`src/rtl/ram_arbiter.sv`:
```
// Two-requester round-robin arbiter in front of a single-port synchronous RAM.
// One access at a time: IDLE -> ISSUE -> (CAPTURE for reads) -> ACK -> IDLE.
module ram_arbiter #(
  parameter int DW = 8,
  parameter int AW = 3
) (
  input  logic          Clk,
  input  logic          Rst_n,
  input  logic          ReqA,
  input  logic          ReqB,
  input  logic          WeA,
  input  logic          WeB,
  input  logic [AW-1:0] AddrA,
  input  logic [AW-1:0] AddrB,
  input  logic [DW-1:0] DinA,
  input  logic [DW-1:0] DinB,
  output logic          AckA,
  output logic          AckB,
  output logic [DW-1:0] DoutA,
  output logic [DW-1:0] DoutB,
  output logic          Busy,
  output logic          RamCS,
  output logic          RamWE,
  output logic [AW-1:0] RamAddr,
  output logic [DW-1:0] RamDataIn,
  input  logic [DW-1:0] RamDataOut,
  output logic [1:0]    DbgState
);

  // Handshake: a requester raises Req with We/Addr/Din and holds them until
  // it sees its Ack; Req is dropped on the edge that ends the Ack cycle.

  typedef enum logic [1:0] {IDLE, ISSUE, CAPTURE, ACK} state_t;

  state_t        state, next_state;
  logic          last_gnt;   // 0 = A, 1 = B; also the id of the current grant
  logic          lat_we;
  logic          win_b;
  logic          win_we;
  logic [AW-1:0] win_addr;
  logic [DW-1:0] win_din;
  logic          any_req;

  assign DbgState = state;
  assign any_req  = ReqA | ReqB;

  always_comb begin
    win_b      = ReqB;
    next_state = state;
    if (ReqA && ReqB) win_b = ~last_gnt;
    win_we   = win_b ? WeB   : WeA;
    win_addr = win_b ? AddrB : AddrA;
    win_din  = win_b ? DinB  : DinA;
    case (state)
      IDLE:    if (any_req) next_state = ISSUE;
      ISSUE:   next_state = lat_we ? ACK : CAPTURE;
      CAPTURE: next_state = ACK;
      ACK:     next_state = IDLE;
      default: next_state = IDLE;
    endcase
  end

  // All outputs are registered from next_state so reset clears them at once.
  always_ff @(posedge Clk or negedge Rst_n) begin
    if (!Rst_n) begin
      state     <= IDLE;
      last_gnt  <= 1'b1;
      lat_we    <= 1'b0;
      Busy      <= 1'b0;
      RamCS     <= 1'b0;
      RamWE     <= 1'b0;
      RamAddr   <= '0;
      RamDataIn <= '0;
      AckA      <= 1'b0;
      AckB      <= 1'b0;
      DoutA     <= '0;
      DoutB     <= '0;
    end else begin
      state <= next_state;
      Busy  <= (next_state != IDLE);
      RamCS <= (next_state == ISSUE);
      RamWE <= (next_state == ISSUE) && win_we;
      AckA  <= (next_state == ACK) && !last_gnt;
      AckB  <= (next_state == ACK) && last_gnt;
      if (state == IDLE && any_req) begin
        last_gnt  <= win_b;
        lat_we    <= win_we;
        RamAddr   <= win_addr;
        RamDataIn <= win_din;
      end
      if (state == CAPTURE) begin
        if (last_gnt) DoutB <= RamDataOut;
        else          DoutA <= RamDataOut;
      end
    end
  end

endmodule

```
`config.mk`:
```
export PLATFORM = sky130hd
export DESIGN_NAME = ram_arbiter
export DESIGN_NICKNAME = d
export VERILOG_FILES = /design/src/rtl/ram_arbiter.sv
export SDC_FILE = /design/constraint.sdc
export NUM_CORES = 1
export LEC_CHECK = 0
export CORE_UTILIZATION = 28
export DETAILED_ROUTE_END_ITERATION = 16
export GPL_ROUTABILITY_DRIVEN = 0
export SYNTH_ARGS = -nofsm -noshare
export SYNTH_HDL_FRONTEND = slang
export SYNTH_SLANG_ARGS = --single-unit
```
`constraint.sdc`:
```
create_clock -name Clk -period 4.2 [get_ports Clk]
set_input_delay 0.84 -clock Clk [delete_from_list [all_inputs] [get_ports Clk]]
set_output_delay 0.84 -clock Clk [all_outputs]
set_load 0.02 [all_outputs]
```
==> results summary <==
The switching fraction of total power came out at 38.1%. The maximum level of the CTS H-tree is 2. The HPWL after detailed placement is about 2400 um.

The count of cell types in the netlist came out at 24. The number of hold buffers added after CTS came out at 0. The maximum buffer depth of the clock tree came out at 2. The total clock sinks is 36. For this design, the slowest cell found on the critical path is clkdlybuf4s50_1. The per-instance average area after synthesis is between 10 and 15 um^2.

The kind of path behind the tightest hold check is reg -> reg. The total standard cell area after synthesis is 1500 um^2. After detailed routing, the average wire length per cell comes to around 13 um. The setup check on the worst reg-to-reg path leaves a slack of about 2300 ps. Once the floorplan was initialized, standard cells occupied between 20% and 30% of the core. The number of vias in the routed layout is approximately 1,100.

After layout, the worst path uses 52.3% of the clock period. The Yosys step of the flow raised 0 warnings. The time the final worst path needs with I/O delays and setup came out at between 2000 and 2500 ps.

The number of nets produced by synthesis came out at between 150 and 200. Counting both buffers and inverters, the worst setup path holds a total of 1. In the layout the commonest cells are clkdlybuf4s50_1, dfrtp_1, mux2_1.

In this run the tightest slew margin relative to its limit is between 40% and 50%. The critical path required time is roughly 3400 ps. The number of antenna violations at the first check in global routing is 0. The number of DRC markers in iteration 0 is 27. The post-route DRC violation count is 0. The number of primary I/O pins came out at 70. The placed instances occupy a cell area of ~2200 um^2. The achievable clock frequency is 0.455 GHz. The wire length of the first global-routing pass is ~5300 um. STA classifies the critical path startpoint as a flip-flop. The aggregate negative setup slack is 0 ps. The root buffer selected by CTS is clkbuf_8. The floorplan has 26 rows.

Of the total power, combinational logic draws around half. The number of instances in the synthesized netlist came out at around 110. The sequential share of the synthesized area is about 60%.

The relative contribution of the clock network to total power came out at roughly an eighth. The tool flagged a number of max-cap violations equal to 0. The clock tree skew after final layout came out at 5.80 ps. The number of buffers inserted by port buffering is 69. For this run, the slowest stage of the critical path takes approximately 650 ps. The flow ran to the end, and the final reports show no timing, DRC or antenna violations. The via count of the first global-routing pass is 1,170.

The first-pass iteration count of the detailed router came out at 4. The total overflow reported by the global router is 0. The kind of cell with the highest combined delay along the critical path is buffers and inverters.

The final antenna-violating net count is 0. Walking the worst path, the cells encountered are clkdlybuf4s50_1. The horizontal die dimension is roughly 75 um.

The number of buffers added by the clock tree synthesis step came out at 5. After synthesis the netlist holds a flip-flop and latch count of 36. The post-route standard cell area excluding fillers is about 2300 um^2. At the worst endpoint, the arrival time is between 1000 and 1500 ps.

The standard cell core area is slightly above 5000 um^2. The worst setup path is of the reg -> out kind. Summed over all nets, the switching power comes to ~670 uW. The clock-pin transition on the worst setup and hold timing paths came out at around 70 ps. Power spread over the standard cell area amounts to ~760 nW/um^2. The via count normalized by instance count is about 4.3. The vertical die dimension is 75.2 um.

The total routing resource utilization after global routing came out at between 10% and 20%. The clock latency on the worst-skew pair came out at roughly 280 ps. The largest net degree at the start of global routing came out at 37. The repair_antennas step left the layout with diodes totalling 0. The slew at the pin with the worst max-slew slack came out at between 800 and 900 ps.

The total setup buffers inserted after CTS is 0. Leaving out fill and tap cells, the most frequent cell in the layout is clkdlybuf4s50_1. The die outline area came out at 5650 um^2.

The fraction of layout instances using a drive strength above 1 is under 10%. Relative to the synthesized area, the layout overhead comes to 55.1%. The total area of multi-input combinational cells is 561 um^2.

The number of fillers in the final layout came out at about 500. The total wirelength of the detailed-routed design is ~3300 um. The total count of max-transition violations in the final report came to 0. TritonCTS built the clock tree. The total count of hold-check failures in the final report came to 0.

The sequential cell fraction of total power is about a third. Internal power comes to 1090 uW. The static leakage is between 0.0009 and 0.001 uW. Setup repair after global routing left no endpoint under its margin. The sequential cell area is approximately 900 um^2.

The number of nets in the layout came out at about 230. The largest vdd supply drop is approximately 260 uV. The final count of negative-setup-slack endpoints came out at 0. The type of element capturing the critical path is an output pin. The number of gates resized after CTS is 0. The maximum fanout along the worst path came out at 6.
==> Yosys cell counts <==
cell      instances  share of area [%]
mux2i_1          12                8.0
nand2b_1          2               0.83
inv_1             2               0.50
a31oi_1           1               0.42
ha_1              4                3.3
a21oi_1           1               0.33
nand2_2           1               0.42
dfrtp_1          35                 58
nor3b_1           1               0.50
buf_2             3                1.0
o21ai_1          12                4.0
nor2_1            1               0.25
inv_2             1               0.25
nor2b_1           1               0.42
nor3_1            1               0.33
buf_6             1               0.75
o21ai_2           1               0.58
o31ai_1           1               0.50
dfstp_2           1                1.8
a21boi_4          1                1.3
nand3_1           1               0.33
nand2_1          12                3.0
and3_1            2               0.83
mux2_1           16                 12
==> path summary, 6_finish.rpt <==
check,from,end,depth (start not counted)
max reg2reg,DbgState[0]$_DFF_PN0_,DoutA[4]$_DFFE_PN0P_,4
min,RamDataIn[3]$_DFFE_PN0P_,RamDataIn[3]$_DFFE_PN0P_,2
min reg2reg,RamDataIn[3]$_DFFE_PN0P_,RamDataIn[3]$_DFFE_PN0P_,2
max,DbgState[0]$_DFF_PN0_,DbgState[0],1
min in group asynchronous,Rst_n,RamDataIn[7]$_DFFE_PN0P_,1
max in group asynchronous,Rst_n,DoutB[1]$_DFFE_PN0P_,1
==> cell type report <==
type | count | share of cell area, %
sequential | 36 | 38.8
timing repair buffer | 69 | 29.5
multi-input combinational | 71 | 24.1
tap | 70 | 3.76
clock buffer | 8 | 3.44
inverter | 3 | 0.484
==> registers in the layout, summed over array words and instances, names as in the netlist <==
register,cells
RamAddr,3
AckB,1
AckA,1
last_gnt,1
RamDataIn,8
lat_we,1
RamCS,1
DoutB,8
Busy,1
RamWE,1
DoutA,8
DbgState,2
==> power groups by stage <==
stage / Combinational (uW) / Clock [uW] / Sequential (uW)
CTS: 921 / 242 / 624
global route: 990 / 259 / 647
floorplan: 294 / 0 / 818
detailed placement: 919 / 0 / 628
finish: 906 / 231 / 621
global placement: 902 / 0 / 622
==> metal layers <==
layer	GRT usage [%]	vias to the layer above	routed length [um]
li1	-	534	-
met1	15.1	496	1420
met2	19.8	63	1440
met3	6.69	5	380
met4	5.14	0	44
met5	0	-	0
==> metrics by stage <==
stage	instances	util (%)	total power (uW)	hold WS (ps)	setup slack, ps
6_report	257	45.3	1760	486	2000
3_5_place_dp	249	43.7	1550	477	1750
3_3_place_gp	249	43.7	1520	469	1810
4_1_cts	257	45.3	1790	493	1990
2_1_floorplan	114	-	1110	456	2610
5_1_grt	257	45.3	1900	508	1930
==> cell families after synthesis <==
kind of cell               Yosys count  share of synthesized area (%)
adders and majority gates            4                           3.34
and+or+nand+nor                     22                           6.92
muxes                               28                           20.0
buffers and inverters                7                           2.50
AOI/OAI and AO/OA                   17                           7.09
DFF                                 36                           60.1
Note: power is estimated with default switching activity, not from simulation.
